==> src/rtl/range_stream_reader.sv <==
// range_stream_reader
//   Circular queue of DW-bit entries filled through a push port. A range
//   command [cmd_start, cmd_end] (signed offsets from the queue head) is
//   streamed out one entry per beat on a valid/ready handshake, with
//   out_last marking the final offset.
//
// Ports
//   clk, rst             clock, asynchronous active-high reset
//   push_valid/push_data append an entry at the tail
//   push_overflow        one-cycle pulse after a push was dropped (queue full)
//   cmd_valid/cmd_ready  range command handshake (ready only in IDLE)
//   cmd_start/cmd_end    signed first/last offset from head, inclusive
//   cmd_err              one-cycle pulse after an invalid command is accepted
//   out_valid/out_ready  stream handshake
//   out_data/out_last    entry at head+cur, final-beat flag
//   q_size               registered entry count
//
// Build option
//   RANGE_STREAM_POP_EN  when defined, a completed command with start==0
//                        removes the streamed entries from the queue head.
//
// States
//   S_IDLE   | waiting for a command, cmd_ready high
//   S_STREAM | emitting beats cur..last, head pointer frozen
module range_stream_reader #(
  parameter int DEPTH = 8,
  parameter int DW    = 32
) (
  input  logic                     clk,
  input  logic                     rst,
  input  logic                     push_valid,
  input  logic [DW-1:0]            push_data,
  output logic                     push_overflow,
  input  logic                     cmd_valid,
  output logic                     cmd_ready,
  input  logic signed [31:0]       cmd_start,
  input  logic signed [31:0]       cmd_end,
  output logic                     cmd_err,
  output logic                     out_valid,
  input  logic                     out_ready,
  output logic [DW-1:0]            out_data,
  output logic                     out_last,
  output logic [$clog2(DEPTH):0]   q_size
);

  localparam int AW = $clog2(DEPTH);
  localparam int CW = AW + 1;

  localparam logic [0:0] S_IDLE   = 1'b0;
  localparam logic [0:0] S_STREAM = 1'b1;

  logic [0:0]    state_q, state_d;
  logic [AW-1:0] hd_q, hd_d;
  logic [AW-1:0] tl_q, tl_d;
  logic [CW-1:0] cnt_q, cnt_d;
  logic [AW-1:0] cur_q, cur_d;
  logic [AW-1:0] last_q, last_d;
  logic          err_q, err_d;
  logic          ovf_q, ovf_d;

  logic [DW-1:0] mem [DEPTH];

  logic          push_acc;
  logic          range_ok;
  logic [31:0]   cnt_ext;
  logic [31:0]   end_u;
  logic [AW-1:0] rd_idx;
  logic [CW-1:0] pop_amt;

`ifdef RANGE_STREAM_POP_EN
  logic pop_q, pop_d;
`endif

  always_comb begin
    state_d  = state_q;
    hd_d     = hd_q;
    tl_d     = tl_q;
    cur_d    = cur_q;
    last_d   = last_q;
    err_d    = 1'b0;
    pop_amt  = '0;
`ifdef RANGE_STREAM_POP_EN
    pop_d    = pop_q;
`endif

    // Fullness is judged on the registered count, so a pop completing this
    // cycle does not make room for a same-cycle push.
    push_acc = push_valid && (cnt_q < CW'(DEPTH));
    ovf_d    = push_valid && !push_acc;
    if (push_acc) tl_d = tl_q + AW'(1);

    cnt_ext  = {{(32-CW){1'b0}}, cnt_q};
    end_u    = cmd_end;
    range_ok = !cmd_start[31] && !cmd_end[31] && (cmd_start <= cmd_end) &&
               (end_u < cnt_ext);

    case (state_q)
      S_IDLE: begin
        if (cmd_valid) begin
          if (range_ok) begin
            // end < cnt <= DEPTH, so both offsets fit in a pointer.
            cur_d   = cmd_start[AW-1:0];
            last_d  = cmd_end[AW-1:0];
            state_d = S_STREAM;
`ifdef RANGE_STREAM_POP_EN
            pop_d   = (cmd_start == 32'sd0);
`endif
          end else begin
            err_d = 1'b1;
          end
        end
      end
      S_STREAM: begin
        if (out_ready) begin
          if (cur_q == last_q) begin
            state_d = S_IDLE;
`ifdef RANGE_STREAM_POP_EN
            if (pop_q) begin
              hd_d    = hd_q + last_q + AW'(1);
              pop_amt = CW'(last_q) + CW'(1);
            end
`endif
          end else begin
            cur_d = cur_q + AW'(1);
          end
        end
      end
      default: state_d = S_IDLE;
    endcase

    cnt_d = cnt_q + CW'(push_acc) - pop_amt;
  end

  always_ff @(posedge clk or posedge rst) begin
    if (rst) begin
      state_q <= S_IDLE;
      hd_q    <= '0;
      tl_q    <= '0;
      cnt_q   <= '0;
      cur_q   <= '0;
      last_q  <= '0;
      err_q   <= 1'b0;
      ovf_q   <= 1'b0;
    end else begin
      state_q <= state_d;
      hd_q    <= hd_d;
      tl_q    <= tl_d;
      cnt_q   <= cnt_d;
      cur_q   <= cur_d;
      last_q  <= last_d;
      err_q   <= err_d;
      ovf_q   <= ovf_d;
    end
  end

`ifdef RANGE_STREAM_POP_EN
  always_ff @(posedge clk or posedge rst) begin
    if (rst) pop_q <= 1'b0;
    else     pop_q <= pop_d;
  end
`endif

  // Storage needs no reset; reads are gated by the FSM.
  always_ff @(posedge clk) begin
    if (push_acc) mem[tl_q] <= push_data;
  end

  assign rd_idx        = hd_q + cur_q;
  assign cmd_ready     = (state_q == S_IDLE);
  assign out_valid     = (state_q == S_STREAM);
  assign out_data      = out_valid ? mem[rd_idx] : '0;
  assign out_last      = out_valid && (cur_q == last_q);
  assign cmd_err       = err_q;
  assign push_overflow = ovf_q;
  assign q_size        = cnt_q;

endmodule

==> config.mk <==
export PLATFORM = sky130hd
export DESIGN_NAME = range_stream_reader
export DESIGN_NICKNAME = d
export VERILOG_FILES = /design/src/rtl/range_stream_reader.sv
export SDC_FILE = /design/constraint.sdc
export NUM_CORES = 1
export LEC_CHECK = 0
export ABC_AREA = 1
export ABC_CLOCK_PERIOD_IN_PS = 3630
export BUFFER_PORTS_ARGS = -buffer_cell sky130_fd_sc_hd__buf_2
export CELL_PAD_IN_SITES_DETAIL_PLACEMENT = 2
export CELL_PAD_IN_SITES_GLOBAL_PLACEMENT = 2
export CORE_ASPECT_RATIO = 1.2
export CORE_MARGIN = 2
export CORE_UTILIZATION = 39
export CTS_CLUSTER_DIAMETER = 80
export DETAILED_ROUTE_END_ITERATION = 16
export GPL_ROUTABILITY_DRIVEN = 0
export HOLD_SLACK_MARGIN = 0.1
export PLACE_DENSITY = 0.75
export SYNTH_ARGS = -nofsm -noshare
export SYNTH_HDL_FRONTEND = slang
export SYNTH_SLANG_ARGS = --single-unit
==> constraint.sdc <==
create_clock -name clk -period 3.63 [get_ports clk]
set_input_delay 0.1815 -clock clk [delete_from_list [all_inputs] [get_ports clk]]
set_output_delay 0.1815 -clock clk [all_outputs]
set_load 0.03 [all_outputs]
== Yosys cells after proc, flatten, opt, wreduce, memory -nomap -nowiden ==
Memories as Yosys holds them, arrays and structs flattened.
Cells that the tools add are included.

* Register bits: 16
* Bits in writable memories: 256
* Input bits: 101
* Output and inout port bits: 41
* Logic and storage cells: 47
* Memories kept: 1

{| class="wikitable"
|+ Memories
! memory !! words !! bits a word !! rd ports !! clocked after Yosys merged registers in !! write ports !! RTL line !! text
|-
| mem || 8 || 32 || 1 || 0 || 1 || 61 || <nowiki>logic [DW-1:0] mem [DEPTH];</nowiki>
|}

* Add/sub/neg operators: 3
* $lt $le $gt $ge: 3
* Equal/unequal tests: 5
* Mux-type cells: 16
* Bitwise gates (word level): 1
* Reductions and logical operators: 11

{| class="wikitable"
|+ Operators by type and width
! kind !! number
|-
| <= comparator 32 bit || 1
|-
| less-than comparator 32 x 4 -> 1 bit || 1
|-
| 2-to-1 mux 32 bit || 1
|-
| 2-to-1 mux 3 bit || 4
|-
| 2-to-1 mux 1 bit || 9
|-
| adder 3 x 1 -> 3 bit (second input constant) || 2
|-
| logical AND 1 bit || 6
|-
| inequality test 2 bit (second input constant) || 3
|-
| one-hot mux 3 bit (2 select lines) || 1
|-
| adder 4 x 1 -> 4 bit || 1
|-
| less-than comparator 4 bit (second input constant) || 1
|-
| AND reduction 4 bit || 1
|-
| equality test 3 bit || 1
|-
| logical NOT 1 bit || 3
|-
| AND reduction 3 bit || 1
|-
| inequality test 2 x 1 -> 1 bit (second input constant) || 1
|-
| one-hot mux 1 bit (2 select lines) || 1
|-
| inverter 1 bit || 1
|}

== Depth between registers and ports, before layout ==
* Depth in word-level cells: 7
* Depth in mapped cells: 19
* Mapped depth without buffers: 19

== Least setup slack after synthesis ==
Ideal clock, no wire load.

* Path kind: flip-flop to flip-flop
* Start: reg cnt_q[3] (netlist: q_size[3])
* End: mem mem[0][0] (enable)
* Library setup time: 0.421 ns
* Arrival: 2.388 ns
* Data required time: 3.209 ns
* Slack: 0.821 ns
* Stages on the path, launching flop included: 5
* Path buffers: 0
* Clock period less this slack: 2.809 ns
* Cells stage by stage: dfrtp_1 -> inv_1 -> nand2_1 -> or2_2 -> nor2_1

* Cells in the longest elaborated chain, start to end: 4

{| class="wikitable"
|+ Ends and longest elaborated chain
! what !! RTL line !! text
|-
| from (decl) || 55 || <nowiki>logic [CW-1:0] cnt_q, cnt_d;</nowiki>
|-
| from (signal assigned) || 148 || <nowiki>cnt_q <= cnt_d;</nowiki>
|-
| less-than comparator 4 bit || 88 || <nowiki>push_acc = push_valid && (cnt_q < CW'(DEPTH));</nowiki>
|-
| logical AND 1 bit || 88 ||
|-
| 2-to-1 mux 1 bit || 165 || <nowiki>if (push_acc) mem[tl_q] <= push_data;</nowiki>
|-
| 2-to-1 mux 1 bit (implied by the code) || 165 ||
|-
| to (decl) || 61 ||
|}

No other way between the ends.

== Worst setup path in the final report ==
* Start: reg cur_q[1]
* End: out out_data[23]

* Cells in the longest elaborated chain, start to end: 2

{| class="wikitable"
|+ Ends and longest elaborated chain
! what !! RTL line !! text
|-
| from (decl) || 56 || <nowiki>logic [AW-1:0] cur_q, cur_d;</nowiki>
|-
| from (signal assigned) || 149 || <nowiki>cur_q <= cur_d;</nowiki>
|-
| memory read (8 x 32 bit) || -- ||
|-
| 2-to-1 mux 32 bit || 171 || <nowiki>assign out_data = out_valid ? mem[rd_idx] : '0;</nowiki>
|-
| to (decl) || 41 || <nowiki>output logic [DW-1:0] out_data,</nowiki>
|}

No other way between the ends.

==> out/qor.csv <==
metric,value,unit
status,"finished, final reports clean",
period_share,86.0,%
drive_gt1_share,21.0,%
synthToLayoutAreaGrowth,23.0,%
n_antenna_cell,0,
fin_nets,1319,
initial_core_util,39.6,%
drv_slew,0,
dp_hpwl,21500,um
worstMarginPinSlew,0.906,ns
syn_nets,1133,
hold_violations,0,
grt_pass1_wl,54600,um
boundaryPins,142,
die_h,194,um
final_common_cell,edfxtp_1,
arrival,2.94,ns
p_leak,5.52,nW
avgSynthCellArea,11.8,um^2
powerDensity,473,nW/um^2
wirelength,34600,um
clk_path_buf_depth,3,
reg2reg_to,mem[6][18],
vias_per_cell,5.30,
die_w,162,um
tns,0,ns
critPathKind,reg -> out,
vdd_drop_max,466,uV
placementRows,69,
ys_warn_count,0,
crit_path_end_kind,output port,
ys_seq_area_share,69.0,%
finalWorstPathRequiredPeriod,3.12,ns
syn-cell-area,11700,um^2
grt_max_degree,133,
crit_fanout,51,
grt-ovfl-total,0,
grt_pass1_vias,9683,
clkLatencyLatePin,0.56,ns
layout_common_cells,"edfxtp_1 (256), nor2_1 (208), buf_2 (141)",
port_buffers,141,
seqCellArea,8090,um^2
critPathLaunch,cur_q[1],
rsz0062_at_grt,false,
htree_levels,1,
core_area,29600,um^2
fillers,3000,
ant_nets,0,
drt_iter0_drc,479,
worstSetupStartpointType,flop,
cts_tree,done,
required,3.45,ns
num_vias,8433,
gr-usage-all-layers,22.4,%
clkTransAtPathRegs,0.06,ns
r2r.worst_path.cells,5,
multi_input_area,3230,um^2
slew_headroom,39.4,%
clock-root-buffer,clkbuf_16,
crit_path_end,out_data[23],
final_util,48.7,%
finalSetupViolations,0,
max_freq,320,MHz
hp-class,in -> async,
grt_antenna_before_repair,0,
worstReg2RegStart,q_size[3],
drc,0,
synth_seq_cells,272,
numCtsBuffers,29,
drtPass1Iterations,4,
postSynthCellCount,992,
post_drt_wl_per_cell,21.8,um
hold_slack,0.265,ns
drv_cap,0,
cts_setup_buffers,0,
finClkSkew,0.0188,ns
clock-sinks,272,
die-area,31500,um^2
ys_types,32,
reg2reg_slack,1.29,ns
[synth_stat cells]
cell type | count | area share [%]
a31oi_1 | 32 | 1.7
or2_2 | 1 | 0.053
xor2_1 | 3 | 0.22
inv_2 | 19 | 0.61
buf_2 | 15 | 0.64
edfxtp_1 | 256 | 66
a21oi_2 | 2 | 0.15
nand3_1 | 5 | 0.21
xnor2_1 | 3 | 0.22
a21oi_1 | 14 | 0.60
buf_6 | 1 | 0.096
buf_1 | 4 | 0.13
o21ai_0 | 113 | 4.8
a211oi_1 | 1 | 0.064
dfrtp_1 | 16 | 3.4
nand2_1 | 69 | 2.2
o21ai_1 | 53 | 2.3
nor3_1 | 1 | 0.043
o22ai_1 | 32 | 1.7
ha_1 | 40 | 4.3
nand4_1 | 8 | 0.43
nor2_1 | 216 | 6.9
inv_1 | 40 | 1.3
a21boi_1 | 1 | 0.064
a21o_1 | 1 | 0.064
nor4_1 | 1 | 0.053
nor2_2 | 2 | 0.11
buf_4 | 5 | 0.32
nand3_2 | 6 | 0.51
clkbuf_1 | 27 | 0.86
o21ai_2 | 3 | 0.22
o21a_1 | 2 | 0.13
[through the flow]
stage          cells  power [mW]  setup WS [ns]  instance area (um^2)
6_report        1591        6.82          0.509                 14400
5_1_grt         1591        7.02          0.375                 14400
4_1_cts         1591        6.88          0.542                 14400
3_5_place_dp    1494        3.71           1.17                 13000
3_3_place_gp    1494        3.70           1.20                 13000
2_1_floorplan    992        3.59          0.821                 11700
[report_power, final]
| group | leakage, nW | internal (mW) | switching [mW] | total, mW |
|---|---|---|---|---|
| logic | 2.53 | 0.115 | 0.138 | 0.253 |
| registers | 2.50 | 3.43 | 0.000304 | 3.43 |
| clock network | 0.495 | 1.92 | 1.22 | 3.14 |
[layout make-up]
class	count	share of cell area, %
Tap cell	390	3.38
Inverter	59	1.54
Timing Repair Buffer	207	9.51
Sequential cell	272	56.1
Clock inverter	12	1.40
Multi-Input combinational cell	609	22.4
Clock buffer	42	5.65
[critical path, cell delays in order (launching register included)]
cell and delay [ns]:
dfrtp_2 0.57, buf_4 0.61, o21ai_0 0.20, o22ai_1 0.25, o21ai_1 0.10, a31oi_1 0.37
buf_2 0.28
[state kept, by name (all words and copies together), names as in the netlist]
signal,count
cmd_err,1
cur_q,3
last_q,3
mem,256
out_valid,1
push_overflow,1
q_size,4
tl_q,3
[per-layer routing]
metal	part of all wire (%)	global-route usage (%)	vias up
li1	-	-	3923
met5	0	0	-
met3	3.4	2.76	52
met4	2.0	5.41	0
met1	40	26.6	4278
met2	54	42.7	180
[kinds of logic after synthesis]
| family | share of synthesized area (%) |
|---|---|
| flip-flops | 69.0 |
| XOR/XNOR | 0.448 |
| AND/OR/NAND/NOR | 10.5 |
| adder cells (fa/ha/maj) | 4.27 |
| AO/OA/AOI/OAI | 11.8 |
| buffers and inverters | 3.94 |
[how the worst min path moves through the flow]
stage	end	startpoint	slack (ns)	depth (start not counted)
finish	cur_q[1]	rst	0.27	3
global placement	push_overflow	rst	0.30	2
global route	last_q[1]	cmd_end[16]	0.31	6
floorplan	cmd_err	rst	0.1	1
detailed placement	push_overflow	rst	0.31	2
CTS	last_q[1]	cmd_end[16]	0.25	6
[timing repair]
| action | in CTS | in global routing |
|---|---|---|
| hold buffers | 43 | 0 |
| endpoints found under the hold margin | 282 | 0 |
| gates resized for setup | 0 | 0 |
| endpoints found under the setup margin | 0 | 0 |
No activity file was read; power rests on OpenSTA's default activity.
